File: src/rtl/fpnew_noncomp_wb.sv
// fpnew_noncomp_wb: packs non-comp FP results to FLEN and buffers them in a 2-deep FIFO.
// Define FPNEW_NONCOMP_WB_FFLAGS_EN to build the sticky fflags register.
module fpnew_noncomp_wb #(
    parameter logic [2:0]  FpFormat = 3'd0,
    parameter int unsigned FLEN     = 64,
    parameter type         TagType  = logic,
    localparam int unsigned WIDTH = (FpFormat == 3'd0) ? 32 : (FpFormat == 3'd1) ? 64 :
                                    (FpFormat == 3'd3) ? 8 : 16
) (
    input  logic             clk_i,
    input  logic             rst_ni,
    input  logic             in_valid_i,
    output logic             in_ready_o,
    input  logic [WIDTH-1:0] result_i,
    input  logic [4:0]       status_i,
    input  logic             extension_bit_i,
    input  logic [9:0]       class_mask_i,
    input  logic             is_class_i,
    input  TagType           tag_i,
    input  logic             flush_i,
    output logic             out_valid_o,
    input  logic             out_ready_i,
    output logic [FLEN-1:0]  wb_data_o,
    output logic [4:0]       wb_status_o,
    output TagType           wb_tag_o,
    output logic [4:0]       fflags_o,
    input  logic             fflags_clr_i,
    output logic             busy_o
);
    if (FLEN < WIDTH || FLEN < 10) begin : g_bad_flen
        $error("fpnew_noncomp_wb: FLEN must be >= WIDTH and >= 10");
    end

    logic [FLEN-1:0] data_q [2];
    logic [4:0]      status_q [2];
    TagType          tag_q [2];
    logic            wptr_q, wptr_d, rptr_q, rptr_d;
    logic [1:0]      cnt_q, cnt_d;
    logic [FLEN-1:0] packed_data;
    logic            push, pop;

    assign in_ready_o  = (cnt_q != 2'd2) && !flush_i;
    assign out_valid_o = (cnt_q != 2'd0);
    assign busy_o      = out_valid_o;
    assign push        = in_valid_i && in_ready_o;
    assign pop         = out_valid_o && out_ready_i;
    assign wb_data_o   = data_q[rptr_q];
    assign wb_status_o = status_q[rptr_q];
    assign wb_tag_o    = tag_q[rptr_q];

    // Fill the whole word first so FLEN == WIDTH needs no special case.
    always_comb begin
        packed_data = '0;
        if (is_class_i) begin
            packed_data[9:0] = class_mask_i;
        end else begin
            packed_data = {FLEN{extension_bit_i}};
            packed_data[WIDTH-1:0] = result_i;
        end
    end

    always_comb begin
        wptr_d = flush_i ? 1'b0 : wptr_q ^ push;
        rptr_d = flush_i ? 1'b0 : rptr_q ^ pop;
        cnt_d  = flush_i ? 2'd0 : cnt_q + {1'b0, push} - {1'b0, pop};
    end

    always_ff @(posedge clk_i or negedge rst_ni) begin
        if (!rst_ni) begin
            wptr_q   <= 1'b0;
            rptr_q   <= 1'b0;
            cnt_q    <= 2'd0;
            data_q   <= '{default: '0};
            status_q <= '{default: '0};
            tag_q    <= '{default: '0};
        end else begin
            wptr_q <= wptr_d;
            rptr_q <= rptr_d;
            cnt_q  <= cnt_d;
            if (push) begin
                data_q[wptr_q]   <= packed_data;
                status_q[wptr_q] <= status_i;
                tag_q[wptr_q]    <= tag_i;
            end
        end
    end

`ifdef FPNEW_NONCOMP_WB_FFLAGS_EN
    logic [4:0] fflags_q, fflags_d;
    // A pop during a flush still retires its beat, so its flags count.
    assign fflags_d = (fflags_clr_i ? 5'd0 : fflags_q) | (pop ? wb_status_o : 5'd0);
    assign fflags_o = fflags_q;
    always_ff @(posedge clk_i or negedge rst_ni) begin
        if (!rst_ni) fflags_q <= 5'd0;
        else         fflags_q <= fflags_d;
    end
`else
    logic unused_fflags_clr;
    assign unused_fflags_clr = fflags_clr_i;
    assign fflags_o = 5'd0;
`endif
endmodule
File: config.mk
export PLATFORM = sky130hd
export DESIGN_NAME = fpnew_noncomp_wb
export DESIGN_NICKNAME = d
export VERILOG_FILES = /design/src/rtl/fpnew_noncomp_wb.sv
export SDC_FILE = /design/constraint.sdc
export NUM_CORES = 1
export LEC_CHECK = 0
export CAP_MARGIN = 40
export CORE_UTILIZATION = 50
export DETAILED_ROUTE_END_ITERATION = 10
export MAX_ROUTING_LAYER = met4
export PLACE_DENSITY = 0.83
export SLEW_MARGIN = 25
export SYNTH_ARGS = -nofsm -noshare
export SYNTH_HDL_FRONTEND = slang
export SYNTH_SLANG_ARGS = --single-unit
File: constraint.sdc
create_clock -name clk_i -period 4.56 [get_ports clk_i]
set_clock_uncertainty 0.1 [all_clocks]
set_input_delay 0.912 -clock clk_i [delete_from_list [all_inputs] [get_ports clk_i]]
set_output_delay 0.912 -clock clk_i [all_outputs]
set_load 0.1 [all_outputs]
After elaboration in Yosys (flattened, before gate mapping)
Index checks and enable logic that the tools add are counted.
{ "totals": {"reg_bits": 144, "in_bits": 56, "wordCells": 48} }
{ "classes": {"addsub": 2, "n_lt_le_gt_ge": 3, "n_eq_ne": 1, "n_mux": 23, "bitwise_logic": 4, "reduce_logical": 6} }
{ "op_table": {"columns": ["operator", "n"], "rows": [
  ["64-bit two-way mux", 4],
  ["128-bit bitwise mux", 1],
  ["64-bit demux with 1-bit select", 1],
  ["54-bit two-way mux", 1],
  ["5-bit two-way mux", 4],
  ["10-bit bitwise mux", 1],
  ["10-bit two-way mux", 1],
  ["1-bit two-way mux", 6],
  ["5-bit demux with 1-bit select", 1],
  ["2-bit >= comparator (second input constant)", 2],
  ["1-bit logical AND", 4],
  ["1-bit NOT with 2-bit output", 2],
  ["2-bit by 1-bit adder with 2-bit output", 1],
  ["2-bit bitwise mux", 1],
  ["2-bit by 1-bit < comparator with 1-bit output (second input constant)", 1],
  ["2-bit two-way mux", 1],
  ["2-bit inequality test (second input constant)", 1],
  ["2-bit nonzero test", 1],
  ["2-bit by 1-bit subtractor with 2-bit output", 1],
  ["1-bit bitwise XOR", 2],
  ["1-bit demux with 1-bit select", 1],
  ["1-bit logical NOT", 1]
]} }

Longest topological paths before layout
Gate-level depths: netlist of run 1.
{ "logic_depth": {"ltp_word": 6, "ltp_mapped": 7, "ltp_nobuf": 7} }

Least setup slack after synthesis of run 1
Ideal clock, no wire load.
{ "synth_path": {"path_kind": "reg-to-output", "from": "reg rptr_q", "to": "out wb_data_o[33]", "arrival_time_ns": 1.828, "t_required_ns": 3.548, "setup_slack_ns": 1.720, "path_stages_with_launch": 4, "path_cell_list": "dfrtp_1 > buf_2 > mux2_2 > buf_4"} }
{ "synth_via": {"elab_chain_len": 4} }
{ "synth_rtl": {"columns": ["item", "line", "rtl"], "rows": [
  ["start: declaration", "37", "logic wptr_q, wptr_d, rptr_q, rptr_d;"],
  ["start signal: assignment", "78", "rptr_q <= rptr_d;"],
  ["1-bit NOT with 2-bit output (implied by the code)", "47", "assign wb_data_o = data_q[rptr_q];"],
  ["64-bit two-way mux (implied by the code) (3 in series)", "47", null],
  ["end: declaration", "23", "output logic [FLEN-1:0] wb_data_o,"]
]} }
No other way between the ends. The select of a mux whose other input is x is not followed.

Final worst setup path of run 1
{ "layout_path": {"from": "reg rptr_q", "to": "out wb_data_o[41]"} }
Same word-level chain as after synthesis.

==> results_tabular.tex, run 1 <==
\begin{tabular}{lr}
\hline
Metric & Value \\
\hline
\multicolumn{2}{l}{\textbf{Die}} \\
Die footprint & 8560 µm² \\
Top-level port count & 134 \\
CORE AREA & 7810 µm² \\
Row Count & 32 \\
Die X & 92.5 µm \\
Initial standard-cell utilization of the core & 52.5\% \\
Height of the chip & 92.5 µm \\
\multicolumn{2}{l}{\textbf{Clock network}} \\
Level count of the clock H-tree & 3 \\
Clock tree from TritonCTS & built \\
Latest clock arrival within the worst-skew pair & 340 ps \\
Maximum buffer depth of the clock tree & 2 \\
Cells resized by post-CTS repair & 0 \\
Setup fix buffers added after clock tree synthesis & 0 \\
Count of hold buffers inserted by post-cts repair & 0 \\
TritonCTS buffer count & 9 \\
CTS sink count & 82 \\
Clock-pin slew on the worst setup and hold paths & 90 ps \\
Root cell of the clock tree & sky130\_fd\_sc\_hd\_\_clkbuf\_8 \\
\multicolumn{2}{l}{\textbf{Synthesis}} \\
Cell type contributing the most total cell area after synthesis & sky130\_fd\_sc\_hd\_\_dfrtp\_1 \\
Synth Area per Inst & 12.5 µm² \\
Cell area after synthesis & 4100 µm² \\
Yosys reg bits & 82 \\
Warnings from Yosys & 0 \\
Proportion of netlist area held by the largest area contributor & 50.1\% \\
Sequential element share of the synthesized area & 50.1\% \\
Gate count after technology mapping & 327 \\
Top area cells in the synthesized netlist & sky130\_fd\_sc\_hd\_\_dfrtp\_1 50\%, sky130\_fd\_sc\_hd\_\_mux2\_2 27\%, sky130\_fd\_sc\_hd\_\_buf\_4 6.8\% \\
Yosys cell types & 18 \\
\multicolumn{2}{l}{\textbf{Drt}} \\
Number of detailed-route iterations in the first pass & 4 \\
Detailed router's first-iteration violation count & 60 \\
Post-DR vias/cell & 4.96 \\
Number of nets with antenna violations after routing & 0 \\
Routed Wire Length & 8170 µm \\
Average wire length per cell after detail routing & 15.4 µm \\
DR vias & 2,634 \\
DRC viols & 0 \\
\multicolumn{2}{l}{\textbf{GRT}} \\
Number of global-route vias before repair & 2,751 \\
Wire length of the first global-routing pass & 13,300 µm \\
Initial antenna violation count & 0 \\
Largest net degree at the start of global routing & 53 \\
GRT overflow & 0 \\
GRT Util Overall & 20.6\% \\
\multicolumn{2}{l}{\textbf{Placement}} \\
Port Buffer Count & 127 \\
Placement Cell Area & 5070 µm² \\
Pre-CTS setup slack & 1360 ps \\
Detail Placement HPWL & 5720 µm \\
GPL Wtd Cong & 0.710 \\
\multicolumn{2}{l}{\textbf{Timing}} \\
Total negative setup slack & 0 ps \\
Final critical-path share of the clock period & 67.7\% \\
Shortest clock period the worst path allows after layout & 3090 ps \\
Fin. Hold Viols & 0 \\
Final setup fails & 0 \\
Max frequency & 324 MHz \\
Actual transition at the worst max-transition pin & 528 ps \\
Relative max-transition margin & 64.8\% \\
Max-slew violation count & 0 \\
RSZ-0062 raised after global routing & false \\
Setup slack after layout & 1470 ps \\
\multicolumn{2}{l}{\textbf{Finish}} \\
Share of cells above drive strength 1 & 46.2\% \\
Relative area change from synthesis to final layout & 28.2\% \\
Top library cells by usage in the layout, fill and taps aside & 98 x sky130\_fd\_sc\_hd\_\_mux2\_2, 81 x sky130\_fd\_sc\_hd\_\_dfrtp\_1, 78 x sky130\_fd\_sc\_hd\_\_buf\_4 \\
Finished Core Util & 67.2\% \\
Leading cell type in the layout, fill and taps excluded & sky130\_fd\_sc\_hd\_\_mux2\_2 \\
Post-layout net count & 484 \\
Inserted Diodes & 0 \\
Final Cell Area & 5250 µm² \\
\multicolumn{2}{l}{\textbf{Run}} \\
Max Cap Violations & 0 \\
\multicolumn{2}{l}{\textbf{Setup path}} \\
Data required time of the worst path & 3550 ps \\
Launching instance or port of the critical path & rptr\_q \\
Capturing instance or port of the critical path & wb\_data\_o[41] \\
Startpoint class of the critical path & flip-flop \\
Reg-to-Reg Start & cnt\_q[1] \\
CP Capture Type & output port \\
Count of cells along the worst register-to-register path & 5 \\
Data arrival time of the worst path & 2070 ps \\
R2R Path End & data\_q[82] \\
Maximum net fanout on the critical path & 32 \\
Critical setup path kind & reg2out \\
Register-to-register path setup slack & 2440 ps \\
\multicolumn{2}{l}{\textbf{Hold path}} \\
Classification of the worst-slack hold path & in2async \\
\multicolumn{2}{l}{\textbf{Outcome}} \\
Run status & finished, final reports clean \\
\hline
\end{tabular}
-- through the flow --
step / cells / hold slack [ps]
final: 531 / 395
after global routing: 531 / 419
after detailed placement: 515 / 391
after CTS: 531 / 397
after global placement: 512 / 383
after floorplan: 331 / 375
-- logic make-up after synthesis --
group | after synthesis | share of synthesized area, %
multiplexers | 108 | 29.4
flip-flops | 82 | 50.1
buffers and inverters | 58 | 9.32
AND/OR/NAND/NOR | 49 | 6.08
AO/OA/AOI/OAI | 24 | 3.24
adder cells (fa/ha/maj) | 4 | 1.22
other | 1 | 0.0916
XOR/XNOR | 1 | 0.550
-- area by class of cell --
cell class / instances / area (µm²)
fill: 616 / 2560
sequential: 82 / 2050
multi-input combinational: 191 / 1680
timing repair buffer: 136 / 1190
clock buffer: 10 / 128
tap: 102 / 128
clock inverter: 6 / 51.3
inverter: 4 / 15.0
-- cells in the mapped netlist, drive strengths merged --
library cell,number
mux2,98
dfrtp,82
buf,52
nor2b,25
nor2,23
a21oi,20
mux2i,10
ha,4
inv,4
clkbuf,2
o21a,2
conb,1
o211a,1
o211ai,1
or2,1
xnor3,1
-- how the worst min path moves through the flow --
stage | startpoint | end | depth (start not counted)
6_report | rst_ni | data_q[78] | 1
3_5_place_dp | data_q[14] | data_q[14] | 1
4_1_cts | rst_ni | data_q[14] | 1
2_1_floorplan | data_q[23] | data_q[23] | 1
3_3_place_gp | data_q[18] | data_q[18] | 1
5_1_grt | rst_ni | data_q[78] | 1
-- registers in the layout (all words and copies together) (netlist names) --
register / count
cnt_q: 2
data_q: 66
rptr_q: 1
status_q: 10
tag_q: 2
wptr_q: 1
-- critical path, stage by stage, from the launching register on --
cell	delay [ps]
sky130_fd_sc_hd__dfrtp_2	710
sky130_fd_sc_hd__mux2_2	610
sky130_fd_sc_hd__buf_4	390
-- metal layers --
layer	share of wire (%)	vias to the layer above	global-route usage, %
met4	1.0	0	7.03
li1	-	1262	-
met5	0	-	-
met1	44	1296	25.7
met3	4.7	8	4.11
met2	50	68	33.5
Power of run 1 is left out: the tool's default activity adds up to more than one toggle a clock period on the data nets, which glitch-free logic cannot reach.
==> inputs of run 2 (changes only) <==
Settings changed: CORE_UTILIZATION 50 to 42, PLACE_DENSITY 0.83 to 0.74.
Clock period 4.56 ns to 2.5 ns, I/O delays scaled along.
==> run 2 against run 1 <==
Compared with the run above: via count grew 3.1%; critical path depth grew 1; count of clock-buffer cells in the layout grew 2; global-route usage shrank 2.0 points; first-iteration DRC count grew 6.7%; final area grew 19%; non-clock buffer count is the same; die area grew 19%; register-to-register slack lost 1700 ps; routed wire length grew 3.5%; critical path type unchanged; highest routed layer unchanged.
==> results_tabular.tex, run 2 (same netlist as run 1, synthesis figures left out) <==
\begin{tabular}{lr}
\hline
Metric & Value \\
\hline
\multicolumn{2}{l}{\textbf{Die}} \\
Height of the chip & 101 µm (+8.9\%) \\
Die X & 101 µm (+8.9\%) \\
Row Count & 35 (+9.4\%) \\
Die footprint & 10,100 µm² (+19\%) \\
CORE AREA & 9330 µm² (+19\%) \\
Top-level port count & 134 (unchanged) \\
Initial standard-cell utilization of the core & 43.9\% (-8.5 points) \\
\multicolumn{2}{l}{\textbf{Clock network}} \\
Level count of the clock H-tree & 3 (unchanged) \\
Setup fix buffers added after clock tree synthesis & 0 (unchanged) \\
CTS sink count & 82 (unchanged) \\
Cells resized by post-CTS repair & 0 (unchanged) \\
Count of hold buffers inserted by post-cts repair & 0 (unchanged) \\
Clock-pin slew on the worst setup and hold paths & 80 ps (about the same) \\
Maximum buffer depth of the clock tree & 2 (unchanged) \\
Clock tree from TritonCTS & built \\
Root cell of the clock tree & sky130\_fd\_sc\_hd\_\_clkbuf\_8 \\
TritonCTS buffer count & 9 (unchanged) \\
Latest clock arrival within the worst-skew pair & 340 ps (about the same) \\
\multicolumn{2}{l}{\textbf{Drt}} \\
Post-DR vias/cell & 4.87 (-1.9\%) \\
DRC viols & 0 (unchanged) \\
DR vias & 2,716 (+3.1\%) \\
Detailed router's first-iteration violation count & 64 (+6.7\%) \\
Number of detailed-route iterations in the first pass & 4 (unchanged) \\
Average wire length per cell after detail routing & 15.1 µm (-1.6\%) \\
Routed Wire Length & 8450 µm (+3.5\%) \\
Number of nets with antenna violations after routing & 0 (unchanged) \\
\multicolumn{2}{l}{\textbf{Hold path}} \\
Classification of the worst-slack hold path & in2async \\
\multicolumn{2}{l}{\textbf{GRT}} \\
Initial antenna violation count & 0 (unchanged) \\
Met3 GRT Util & 4.23\% (+0.13 points) \\
Largest net degree at the start of global routing & 44 (-17\%) \\
Number of global-route vias before repair & 2,905 (+5.6\%) \\
GRT overflow & 0 (unchanged) \\
GRT Util Overall & 18.5\% (-2.0 points) \\
Most used routing layer & met2 \\
Wire length of the first global-routing pass & 14,200 µm (+6.5\%) \\
Fraction of met2 tracks used by global routing & 31.7\% (-1.8 points) \\
Global routing met1 resource utilization & 21.4\% (-4.3 points) \\
\multicolumn{2}{l}{\textbf{Setup path}} \\
Register-to-register path setup slack & 740 ps (-1700 ps) \\
Data required time of the worst path & 1900 ps (-1650 ps) \\
CP Capture Type & output port \\
Startpoint class of the critical path & flip-flop \\
Critical setup path kind & reg2out \\
Maximum net fanout on the critical path & 32 (unchanged) \\
Data arrival time of the worst path & 1720 ps (-350 ps) \\
\multicolumn{2}{l}{\textbf{Placement}} \\
GPL Wtd Cong & 0.707 (-0.35\%) \\
Detail Placement HPWL & 6060 µm (+6.0\%) \\
Port Buffer Count & 127 (unchanged) \\
Pre-CTS setup slack & 233 ps (-1130 ps) \\
\multicolumn{2}{l}{\textbf{Timing}} \\
Setup slack after layout & 176 ps (-1300 ps) \\
Final critical-path share of the clock period & 93.0\% \\
Actual transition at the worst max-transition pin & 559 ps (+31.0 ps) \\
Max frequency & 430 MHz \\
Shortest clock period the worst path allows after layout & 2320 ps \\
Max-slew violation count & 0 (unchanged) \\
Final setup fails & 0 (unchanged) \\
RSZ-0062 raised after global routing & false \\
Relative max-transition margin & 62.7\% (-2.1 points) \\
Total negative setup slack & 0 ps (unchanged) \\
Fin. Hold Viols & 0 (unchanged) \\
\multicolumn{2}{l}{\textbf{Outcome}} \\
Run status & finished, final reports clean \\
\multicolumn{2}{l}{\textbf{Finish}} \\
Number of inserted filler cells in the final layout & 673 (+9.3\%) \\
Post-layout net count & 484 (unchanged) \\
Share of cells above drive strength 1 & 46.6\% (+0.47 points) \\
Top library cells by usage in the layout, fill and taps aside & 98 x sky130\_fd\_sc\_hd\_\_mux2\_2, 81 x sky130\_fd\_sc\_hd\_\_dfrtp\_1, 78 x sky130\_fd\_sc\_hd\_\_buf\_12 \\
Relative area change from synthesis to final layout & 52.8\% \\
Largest registers ranked by flip-flop count & data\_q (66), status\_q (10) \\
Sequential standard cell area & 2050 µm² (unchanged) \\
Biggest register & data\_q \\
Leading cell type in the layout, fill and taps excluded & sky130\_fd\_sc\_hd\_\_mux2\_2 \\
Total area of multi-input combinational cells & 1680 µm² (unchanged) \\
Inserted Diodes & 0 (unchanged) \\
Largest register FFs & 66 (unchanged) \\
\multicolumn{2}{l}{\textbf{Run}} \\
Max Cap Violations & 0 (unchanged) \\
\hline
\end{tabular}
-- run 2: path summary, 6_finish.rpt --
check                           startpoint            end  cells after the start
worst min register to register  data_q[82]     data_q[82]                      1
worst min-delay path                rst_ni      data_q[1]                      1
max in group asynchronous           rst_ni     data_q[22]                      2
worst max register to register    cnt_q[1]     data_q[80]                      5
worst max-delay path                rptr_q  wb_data_o[40]                      3
min in group clk_i              data_q[82]     data_q[82]                      1
-- run 2: layout make-up --
| cell class | instances | share of cell area (%) |
|---|---|---|
| Clock inverter | 4 | 1.20 |
| Multi-Input combinational cell | 191 | 26.9 |
| Clock buffer | 12 | 2.32 |
| Inverter | 4 | 0.240 |
| Timing Repair Buffer | 136 | 34.0 |
| Sequential cell | 82 | 32.8 |
| Tap cell | 129 | 2.58 |
-- run 2: critical path, stage by stage (launching register included) --
cell,delay (ps)
sky130_fd_sc_hd__dfrtp_2,510
sky130_fd_sc_hd__mux2_2,290
sky130_fd_sc_hd__buf_12,340
sky130_fd_sc_hd__buf_12,230
-- run 2: routing by layer --
metal | wire (µm) | up-vias
met2 | 4310 | 91
li1 | - | 1261
met3 | 612 | 12
met5 | 0 | -
met4 | 119 | 0
met1 | 3400 | 1352
-- run 2: stage by stage --
| step | hold WS [ps] | instance area [µm²] | std cells | util (%) |
|---|---|---|---|---|
| final | 31.5 | 6260 | 558 | 67.1 |
| after floorplan | 104 | 4110 | 331 | - |
| after global placement | 383 | 6040 | 542 | 64.7 |
| after detailed placement | 390 | 6040 | 542 | 64.7 |
| after global routing | 71.8 | 6260 | 558 | 67.1 |
| after CTS | 44.2 | 6260 | 558 | 67.1 |
Power of run 2 is left out for the same reason.
==> inputs of run 3 (changes only) <==
Settings changed: CTS_BUF_LIST from default to sky130_fd_sc_hd__clkbuf_16.
==> run 3 against run 2 <==
Compared with the run above: via count is essentially flat; critical endpoint is now wb_data_o[3]; critical path type unchanged; count of clock-buffer cells in the layout shrank 3; largest cell class unchanged; routed wire length is 0.30% higher.
==> results_tabular.tex, run 3 (same netlist as run 1, synthesis figures left out) <==
\begin{tabular}{lr}
\hline
Metric & Value \\
\hline
\multicolumn{2}{l}{\textbf{Outcome}} \\
Run status & finished, final reports clean \\
\multicolumn{2}{l}{\textbf{Drt}} \\
Average wire length per cell after detail routing & 15.2 µm (+0.30\%) \\
Number of nets with antenna violations after routing & 0 (unchanged) \\
DRC viols & 0 (unchanged) \\
Routed Wire Length & 8480 µm (+0.30\%) \\
Detailed router's first-iteration violation count & 73 (+14\%) \\
Number of detailed-route iterations in the first pass & 4 (unchanged) \\
DR vias & 2,717 (+0.037\%) \\
Post-DR vias/cell & 4.87 (about the same) \\
\multicolumn{2}{l}{\textbf{Finish}} \\
Inserted Diodes & 0 (unchanged) \\
Total area of multi-input combinational cells & 1680 µm² (unchanged) \\
Share of cells above drive strength 1 & 46.4\% (-0.23 points) \\
Number of inserted filler cells in the final layout & 657 (-2.4\%) \\
Biggest register & data\_q \\
Final Cell Area & 6350 µm² (+1.5\%) \\
Largest registers ranked by flip-flop count & data\_q (66), status\_q (10) \\
Largest register FFs & 66 (unchanged) \\
Post-layout net count & 484 (unchanged) \\
Sequential standard cell area & 2050 µm² (unchanged) \\
Top library cells by usage in the layout, fill and taps aside & 98 x sky130\_fd\_sc\_hd\_\_mux2\_2, 81 x sky130\_fd\_sc\_hd\_\_dfrtp\_1, 78 x sky130\_fd\_sc\_hd\_\_buf\_12 \\
Leading cell type in the layout, fill and taps excluded & sky130\_fd\_sc\_hd\_\_mux2\_2 \\
Relative area change from synthesis to final layout & 55.0\% \\
\multicolumn{2}{l}{\textbf{Timing}} \\
Setup slack after layout & 198 ps (+21.3 ps) \\
Final critical-path share of the clock period & 92.1\% (-0.85 points) \\
Relative max-transition margin & 62.4\% (-0.32 points) \\
RSZ-0062 raised after global routing & false \\
Shortest clock period the worst path allows after layout & 2300 ps (-21.3 ps) \\
Max frequency & 434 MHz (+0.93\%) \\
Actual transition at the worst max-transition pin & 564 ps (+4.74 ps) \\
Final setup fails & 0 (unchanged) \\
Fin. Hold Viols & 0 (unchanged) \\
Max-slew violation count & 0 (unchanged) \\
Total negative setup slack & 0 ps (unchanged) \\
\multicolumn{2}{l}{\textbf{Die}} \\
Height of the chip & 101 µm (unchanged) \\
Initial standard-cell utilization of the core & 43.9\% (unchanged) \\
Die footprint & 10,100 µm² (unchanged) \\
Die X & 101 µm (unchanged) \\
Top-level port count & 134 (unchanged) \\
Row Count & 35 (unchanged) \\
CORE AREA & 9330 µm² (unchanged) \\
\multicolumn{2}{l}{\textbf{Clock network}} \\
Clock tree from TritonCTS & built \\
Clock-pin slew on the worst setup and hold paths & 60 ps (-20 ps) \\
Cells resized by post-CTS repair & 0 (unchanged) \\
TritonCTS buffer count & 9 (unchanged) \\
Setup fix buffers added after clock tree synthesis & 0 (unchanged) \\
Root cell of the clock tree & sky130\_fd\_sc\_hd\_\_clkbuf\_16 \\
Count of hold buffers inserted by post-cts repair & 0 (unchanged) \\
Latest clock arrival within the worst-skew pair & 320 ps (-20 ps) \\
Level count of the clock H-tree & 3 (unchanged) \\
CTS sink count & 82 (unchanged) \\
Maximum buffer depth of the clock tree & 2 (unchanged) \\
\multicolumn{2}{l}{\textbf{GRT}} \\
Largest net degree at the start of global routing & 44 (unchanged) \\
Wire length of the first global-routing pass & 14,200 µm (unchanged) \\
GRT Util Overall & 18.7\% (+0.11 points) \\
GRT overflow & 0 (unchanged) \\
Initial antenna violation count & 0 (unchanged) \\
Number of global-route vias before repair & 2,879 (-0.90\%) \\
\multicolumn{2}{l}{\textbf{Hold path}} \\
Classification of the worst-slack hold path & in2async \\
\multicolumn{2}{l}{\textbf{Placement}} \\
Pre-CTS setup slack & 233 ps (unchanged) \\
Detail Placement HPWL & 6060 µm (unchanged) \\
GPL Wtd Cong & 0.707 (unchanged) \\
Placement Cell Area & 6040 µm² (unchanged) \\
Port Buffer Count & 127 (unchanged) \\
\multicolumn{2}{l}{\textbf{Setup path}} \\
CP Capture Type & output port \\
Data required time of the worst path & 1900 ps (about the same) \\
Maximum net fanout on the critical path & 32 (unchanged) \\
Critical setup path kind & reg2out \\
Data arrival time of the worst path & 1700 ps (-20 ps) \\
Startpoint class of the critical path & flip-flop \\
\multicolumn{2}{l}{\textbf{Run}} \\
Max Cap Violations & 0 (unchanged) \\
\hline
\end{tabular}
## run 3: changes by cell type in the layout (fill, tap and decap cells not counted)
cell	previous run	this run
sky130_fd_sc_hd__clkbuf_8	10	0
sky130_fd_sc_hd__clkbuf_16	0	9
sky130_fd_sc_hd__clkbuf_1	2	0
sky130_fd_sc_hd__inv_1	4	6
sky130_fd_sc_hd__clkinv_1	0	1
## run 3: path summary, 6_finish.rpt
| kind | slack (ps) | start | cells after the start | end |
|---|---|---|---|---|
| max | 200 | rptr_q | 3 | wb_data_o[3] |
| min | 60 | rst_ni | 1 | data_q[1] |
| max reg2reg | 750 | cnt_q[1] | 5 | data_q[85] |
| min reg2reg | 400 | data_q[82] | 1 | data_q[82] |
| max in group asynchronous | 1610 | rst_ni | 2 | data_q[64] |
| min in group clk_i | 400 | data_q[82] | 1 | data_q[82] |
## run 3: routing by layer
layer / share of wire (%) / vias to the layer above / global-route usage, %
li1: - / 1269 / -
met1: 41 / 1346 / 22.1
met2: 50 / 92 / 31.2
met3: 7.1 / 10 / 4.92
met4: 1.2 / 0 / 5.69
met5: 0 / - / -
## run 3: area by class of cell
cell class | instances | share of cell area [%]
clock buffer | 9 | 3.55
clock inverter | 7 | 1.36
inverter | 4 | 0.237
multi-input combinational | 191 | 26.5
sequential | 82 | 32.3
tap | 129 | 2.54
timing repair buffer | 136 | 33.5
## run 3: stage by stage
step | hold WS, ps | util [%] | std cells
floorplan | 104 | - | 331
global placement | 383 | 64.7 | 542
detailed placement | 390 | 64.7 | 542
CTS | 78.6 | 68.0 | 558
global route | 100 | 68.0 | 558
finish | 56.6 | 68.0 | 558
## run 3: worst max-delay path, cell delays in order, from the launching register on
cell and delay (ps):
sky130_fd_sc_hd__dfrtp_2 520, sky130_fd_sc_hd__buf_12 250, sky130_fd_sc_hd__mux2_2 400, sky130_fd_sc_hd__buf_12 170
Power of run 3 is left out for the same reason.
